==> config.mk <==
export PLATFORM = sky130hd
export DESIGN_NAME = fetch_unit_flat
export DESIGN_NICKNAME = d
export VERILOG_FILES = /design/src/rtl/fetch_unit_if.sv /design/src/rtl/fetch_unit.sv /design/src/flat_wrapper.sv
export SDC_FILE = /design/constraint.sdc
export NUM_CORES = 1
export LEC_CHECK = 0
export CAP_MARGIN = 5
export CORE_ASPECT_RATIO = 1.2
export CORE_MARGIN = 2
export CORE_UTILIZATION = 48
export DETAILED_ROUTE_END_ITERATION = 16
export MAX_ROUTING_LAYER = met4
export PLACE_DENSITY_LB_ADDON = 0.05
export SLEW_MARGIN = 20
export SYNTH_ARGS = -nofsm -noshare
export SYNTH_HDL_FRONTEND = slang
export SYNTH_SLANG_ARGS = --single-unit
==> constraint.sdc <==
create_clock -name clk -period 3.29 [get_ports clk]
set_input_delay 0.329 -clock clk [delete_from_list [all_inputs] [get_ports clk]]
set_output_delay 0.329 -clock clk [all_outputs]
set_load 0.02 [all_outputs]
==> src/rtl/fetch_unit_if.sv <==
// Instruction-memory bus between the fetch unit and a combinational instruction store.
interface fetch_unit_if;
   logic [5:0]  imem_addr;
   logic [31:0] imem_data;

   modport master (output imem_addr, input imem_data);
   modport slave  (input imem_addr, output imem_data);
endinterface

==> src/rtl/fetch_unit.sv <==
// Instruction fetch stage: PC register, IF/ID pipeline register and a RUN/HALT FSM
// that stops fetching after an ECALL or EBREAK until a redirect arrives.
module fetch_unit #(
   parameter logic [31:0] RESET_PC = 32'h00000000,
   parameter logic [31:0] NOP_INST = 32'h00000013
) (
   input  logic          clk,
   input  logic          rst_n,
   input  logic          stall,
   input  logic          redirect,
   input  logic [31:0]   redirect_pc,
   fetch_unit_if.master  imem,
   output logic [31:0]   if_id_inst,
   output logic [31:0]   if_id_pc,
   output logic [31:0]   if_id_pc4,
   output logic          if_id_valid,
   output logic          halted,
   output logic          misalign,
   output logic [31:0]   pc
);

   typedef enum logic {RUN, HALT} state_t;

   state_t      state_q, state_d;
   logic [31:0] pc_q, pc_d;
   logic [31:0] inst_q, inst_d;
   logic [31:0] ipc_q, ipc_d;
   logic [31:0] ipc4_q, ipc4_d;
   logic        valid_q, valid_d;
   logic        misalign_q, misalign_d;
   logic [31:0] pc_plus4;
   logic        is_halt_inst;

   assign pc_plus4     = pc_q + 32'd4;
   assign is_halt_inst = (imem.imem_data == 32'h00000073) || (imem.imem_data == 32'h00100073);

   // Priority below reset: redirect, then stall, then halt handling, then advance.
   always_comb begin
      state_d    = state_q;
      pc_d       = pc_q;
      inst_d     = inst_q;
      ipc_d      = ipc_q;
      ipc4_d     = ipc4_q;
      valid_d    = valid_q;
      misalign_d = 1'b0;
      if (redirect) begin
         pc_d       = {redirect_pc[31:2], 2'b00};
         inst_d     = NOP_INST;
         valid_d    = 1'b0;
         state_d    = RUN;
         misalign_d = |redirect_pc[1:0];
      end else if (!stall) begin
         if (state_q == HALT) begin
            inst_d  = NOP_INST;
            valid_d = 1'b0;
         end else begin
            inst_d  = imem.imem_data;
            ipc_d   = pc_q;
            ipc4_d  = pc_plus4;
            valid_d = 1'b1;
            if (is_halt_inst) begin
               state_d = HALT;
            end else begin
               pc_d = pc_plus4;
            end
         end
      end
   end

   always_ff @(posedge clk) begin
      if (!rst_n) begin
         state_q    <= RUN;
         pc_q       <= RESET_PC;
         inst_q     <= NOP_INST;
         ipc_q      <= RESET_PC;
         ipc4_q     <= RESET_PC + 32'd4;
         valid_q    <= 1'b0;
         misalign_q <= 1'b0;
      end else begin
         state_q    <= state_d;
         pc_q       <= pc_d;
         inst_q     <= inst_d;
         ipc_q      <= ipc_d;
         ipc4_q     <= ipc4_d;
         valid_q    <= valid_d;
         misalign_q <= misalign_d;
      end
   end

   // The memory address comes straight from the PC flop so stall/redirect never reach it.
   assign imem.imem_addr = pc_q[7:2];
   assign if_id_inst     = inst_q;
   assign if_id_pc       = ipc_q;
   assign if_id_pc4      = ipc4_q;
   assign if_id_valid    = valid_q;
   assign halted         = (state_q == HALT);
   assign misalign       = misalign_q;
   assign pc             = pc_q;

endmodule
==> src/flat_wrapper.sv <==
// flat-port wrapper written by rule: the top's interface ports become plain ports
module fetch_unit_flat 
#(
   parameter logic [31:0] RESET_PC = 32'h00000000,
   parameter logic [31:0] NOP_INST = 32'h00000013
)
  (clk, rst_n, stall, redirect, redirect_pc, if_id_inst, if_id_pc, if_id_pc4, if_id_valid, halted, misalign, pc, imem_imem_addr, imem_imem_data);
  fetch_unit_if imem_i ();
  input  logic clk;
  input  logic rst_n;
  input  logic stall;
  input  logic redirect;
  input  logic [31:0] redirect_pc;
  output logic [31:0] if_id_inst;
  output logic [31:0] if_id_pc;
  output logic [31:0] if_id_pc4;
  output logic if_id_valid;
  output logic halted;
  output logic misalign;
  output logic [31:0] pc;
  output wire logic [$bits(imem_i.imem_addr)-1:0] imem_imem_addr;
  input wire logic [$bits(imem_i.imem_data)-1:0] imem_imem_data;
  assign imem_imem_addr = imem_i.imem_addr;
  assign imem_i.imem_data = imem_imem_data;
  fetch_unit #(.RESET_PC(RESET_PC), .NOP_INST(NOP_INST)) u_core (.clk(clk), .rst_n(rst_n), .stall(stall), .redirect(redirect), .redirect_pc(redirect_pc), .imem(imem_i), .if_id_inst(if_id_inst), .if_id_pc(if_id_pc), .if_id_pc4(if_id_pc4), .if_id_valid(if_id_valid), .halted(halted), .misalign(misalign), .pc(pc));
endmodule
* After elaboration in Yosys (flattened, before gate mapping)
Index checks and enable logic that the tools add are counted.
Operators by class: bitwise operators 5, eq/ne operators 5, add/subtract/negate cells 1, reductions and logical operators 7, mux-type cells 8
Operators with widths (number):
- $mux W32 | 5
- $add A32 B3 Y32 const B | 1
- $eq A32 B21 Y1 const B | 1
- $eq A32 B7 Y1 const B | 1
- $reduce_and A3 Y1 | 3
- $not A1 Y1 | 5
- $ne A2 B2 Y1 const B | 2
- $reduce_or A2 Y1 | 2
- $mux W1 | 3
- $ne A2 B1 Y1 const B | 1
- $reduce_and A2 Y1 | 1
- $logic_or A1 B1 Y1 | 1
Storage, ports and cells: input port bits 68, logic and storage cells 34, register bits after elaboration 131, output and inout bits 137

* Longest topological paths before layout
word-level depth 6, mapped depth 8, mapped depth without buffers 5

* Worst setup path after synthesis
Ideal clock, no wire load.
kind reg2reg, start point register u_core.pc_q[2] (netlist: u_core.pc[2]), end point register u_core.pc_q[26] (netlist: u_core.pc[26]), arrival 1.769 ns, stages on the path, launching flop included 8, clock period less this slack 1.902 ns, data required time 3.157 ns, path slack 1.388 ns, path buffers 2, library setup time 0.133 ns, cell sequence dfxtp_1 ha_1 clkbuf_1 nand4_1 buf_2 o31a_1 o21ai_1 a31oi_1
Between the ends: word-level cells in the longest chain between the ends 5
RTL lines:
- start, declared | RTL line fetch_unit.sv:25 | logic [31:0] pc_q, pc_d;
- start signal, assigned | RTL line fetch_unit.sv:81 | pc_q <= pc_d;
- $add A32 B3 Y32 | RTL line fetch_unit.sv:34 | assign pc_plus4 = pc_q + 32'd4;
- $mux W32 | RTL line fetch_unit.sv:61 | if (is_halt_inst) begin
- $mux W32 | RTL line fetch_unit.sv:53 | if (state_q == HALT) begin
- $mux W32 | RTL line fetch_unit.sv:52 | end else if (!stall) begin
- $mux W32 | RTL line fetch_unit.sv:46 | if (redirect) begin
No other way between the ends. The select of a mux whose other input is x is not followed. A chain may end at the register's enable or synchronous reset.

* Final worst setup path
start point register u_core.pc_q[4] (netlist: u_core.pc[4]), end point register u_core.ipc4_q[16] (netlist: u_core.if_id_pc4[16])
Between the ends: word-level cells in the longest chain between the ends 1
RTL lines:
- $add A32 B3 Y32 | RTL line fetch_unit.sv:34
- end signal, assigned | RTL line fetch_unit.sv:76 | ipc4_q <= RESET_PC + 32'd4;
- end signal, assigned | RTL line fetch_unit.sv:84 | ipc4_q <= ipc4_d;
- end, declared | RTL line fetch_unit.sv:28 | logic [31:0] ipc4_q, ipc4_d;
No other way between the ends.

==> impl_results.md <==
* Worst R2R Setup Slack at 0.90 ns
* Async SR Flop Fraction at 0
* Post-synth EDFFs at 0
* Cell variety after synth at 58
* Antenna cells at 0
* Layout cells sized above 1 at 0.0726
* Post-CTS resize count at 0
* Via count at 5,436
* Peak Freq at 419 MHz
* Sequential share of the synthesized area at 0.460
* Crit share post-route at 0.726
* ANT nets after route at 0
* Initial antenna violation count at 0
* FF-to-FF path depth at 4
* Final slew viol count at 0
* Chip width at 101 um
* Slew margin rel. at 0.323
* Largest net degree at the start of global routing at 52
* Kind of critical path: reg -> reg
* Arrival @ worst endpoint at 2.71 ns
* Final design utilization at 0.717
* Post-Place Cells at 926
* Post-detail-place hpwl at 11.8 mm
* Worst slew pin tran at 1.01 ns
* Hold path depth at 2
* Crit Path Max Fanout at 12
* Final Skew at 0.00460 ns
* FF+latch area at 2500 um^2
* Worst setup margin at 0.902 ns
* Footprint of the multi-input gates at 2620 um^2
* Post-DR vias/cell at 5.67
* Post-Route WL at 16.7 mm
* Power per cell area at 498 nW/um^2
* CTS H-tree lvls at 4
* Tot Pwr at 3.94 mW
* Hold path start: u_core.if_id_pc[22]
* CTS buffer count at 17
* Reg-to-reg endpoint: u_core.if_id_pc4[16]
* Cell count after synthesis at 645
* Hold_buf cts at 0
* Hold Path Class: reg -> reg
* Number of synthesized register bits at 125
* Fin crit period at 2.39 ns
* Postcts setup bufs at 0
* Outcome: finished, final reports clean
* Setup_tns at 0 ns
* Final setup viols at 0
* Row count at 42
* First-pass detailed-route iteration total at 6
* Clock-pin slew on the worst setup and hold paths at 0.05 ns
* CTS Sinks at 125
* Placed cell areas at 7380 um^2
* Pleak at 2.80 nW
* Clk root buf: clkbuf_16
* DRC viols at 0
* Hold Path End: u_core.if_id_pc[22]
* CTS tree: yes
* Worst EP required at 3.61 ns
* Worst setup SP type: register
* Insertion delay to the later sink of the worst-skew pair at 0.41 ns
* I/O Pins at 205
* Filler instances at 911
* Peak VDD IR at 0.292 mV
* Final Wtd Congestion at 0.894
* First-pass GRT wire length at 26.9 mm
* Buffers on Ports at 198
* Max cap viols at 0
* Post-synth top flop: dfxtp_1
* Hold Fails Final Rpt at 0
* Unrepaired setup endpoints after global routing: no
* Starting Density at 0.493
* Remaining Overflow, GRT at 0
* Nets at 882
* Core area at 11,000 um^2
* Syn_area_per_cell at 8.44 um^2
* Post-route cell area at 7920 um^2
* Number of global-route vias before repair at 5,372
* Die Span Y at 121 um
* Place WS at 0.638 ns
* Die footprint at 12,200 um^2
* Hold WS at 0.450 ns
* Final non-filler cell total at 958
* Initial DRC count at 291
* Longest Clk Path Bufs at 2
* YS warnings at 0
* Synthesis-to-finish area growth at 45.4%
* CP Capture Type: register
* Reg2Reg Launch Point: u_core.pc[4]
* Post-synthesis cell area at 5450 um^2
* WL/cell at 17.4 um
* All-layer global routing usage at 0.287
==> worst max-delay path, cell delays in order (launching register included) <==
cell      delay, ns
dfxtp_1        0.57
and4_1         0.41
nand4_1        0.52
or3_1          0.56
a311oi_1       0.24
==> how the worst max path moves through the flow <==
stage | from | to | slack (ns) | cells after the start
2_1_floorplan | u_core.pc[2] | u_core.pc[26] | 1.39 | 7
3_3_place_gp | imem_imem_data[30] | u_core.pc[7] | 0.73 | 6
3_5_place_dp | imem_imem_data[11] | u_core.pc[31] | 0.64 | 6
4_1_cts | u_core.pc[4] | u_core.if_id_pc4[16] | 0.95 | 4
5_1_grt | u_core.pc[4] | u_core.if_id_pc4[24] | 0.69 | 5
6_report | u_core.pc[4] | u_core.if_id_pc4[16] | 0.90 | 4
==> area by class of cell <==
| cell class | instances | share of cell area |
|---|---|---|
| sequential | 125 | 0.316 |
| inverter | 5 | 0.00237 |
| clock inverter | 13 | 0.0128 |
| multi-input combinational | 453 | 0.331 |
| tap | 132 | 0.0209 |
| timing repair buffer | 211 | 0.263 |
| clock buffer | 19 | 0.0547 |
==> synthesized netlist by cell type (5+ instances only) <==
library cell  count  area share
dfxtp_1         125        0.46
nand2_1          92       0.063
nor2_1           62       0.043
a21oi_1          60       0.055
clkbuf_1         35       0.024
a22oi_1          32       0.044
o21ai_0          32       0.029
a211oi_1         24       0.033
xor2_1           18       0.029
nand4_1          15       0.017
buf_4            13       0.018
buf_2            12       0.011
xnor2_1          12       0.019
nand3_1           9      0.0083
nor4_1            7      0.0080
or3_1             7      0.0080
a31oi_1           6      0.0069
buf_1             5      0.0034
mux2_2            5       0.010
o311ai_0          5      0.0080
==> cell usage in the layout, fill, tap and decap left out, drive strengths merged, types with 2 or more instances in the layout <==
master	count
clkdlybuf4s50	198
dfxtp	125
nand2	92
nor2	63
a21oi	60
o21ai	35
a22oi	32
a211oi	24
clkbuf	19
xor2	18
nand4	16
buf	13
xnor2	12
nand3	10
clkinv	9
nor4	9
or3	7
a31oi	6
conb	6
and4	6
nor3	6
mux2	5
o311ai	5
inv	5
and2	5
nor3b	3
o31a	3
o211a	3
a311oi	3
o22ai	3
clkinvlp	3
nor4b	2
and3	2
nor2b	2
o21a	2
o211ai	2
or2	2
==> routing by layer <==
metal | track usage | up-vias | part of all wire
met5 | - | - | 0
met4 | 0.111 | 0 | 0.022
met3 | 0.0711 | 27 | 0.071
met2 | 0.458 | 241 | 0.49
met1 | 0.350 | 2546 | 0.41
li1 | - | 2622 | -
==> state kept, by name, summed over array words and instances, names as in the netlist <==
signal              cells
u_core.halted           1
u_core.if_id_inst      32
u_core.if_id_pc        30
u_core.if_id_pc4       30
u_core.if_id_valid      1
u_core.misalign         1
u_core.pc              30
==> report_power, final <==
group	internal, mW	total (mW)	leakage [nW]	switching (mW)
Combinational	0.283	0.588	1.51	0.305
Sequential	1.59	1.67	1.02	0.0793
Clock	1.02	1.69	0.262	0.661
Total	2.90	3.94	2.80	1.05
==> logic make-up (layout without fill, tap and decap cells) <==
family / Yosys count / in the layout / synth area share
compound gates: 184 / 184 / 0.213
xor+xnor: 30 / 30 / 0.0483
fa+ha+maj: 1 / 1 / 0.00230
buf+inv: 72 / 248 / 0.0636
flops: 125 / 125 / 0.460
mux: 5 / 5 / 0.0103
other cells: 1 / 6 / 0.000689
simple gates: 227 / 227 / 0.202
No activity file was read; power rests on OpenSTA's default activity.
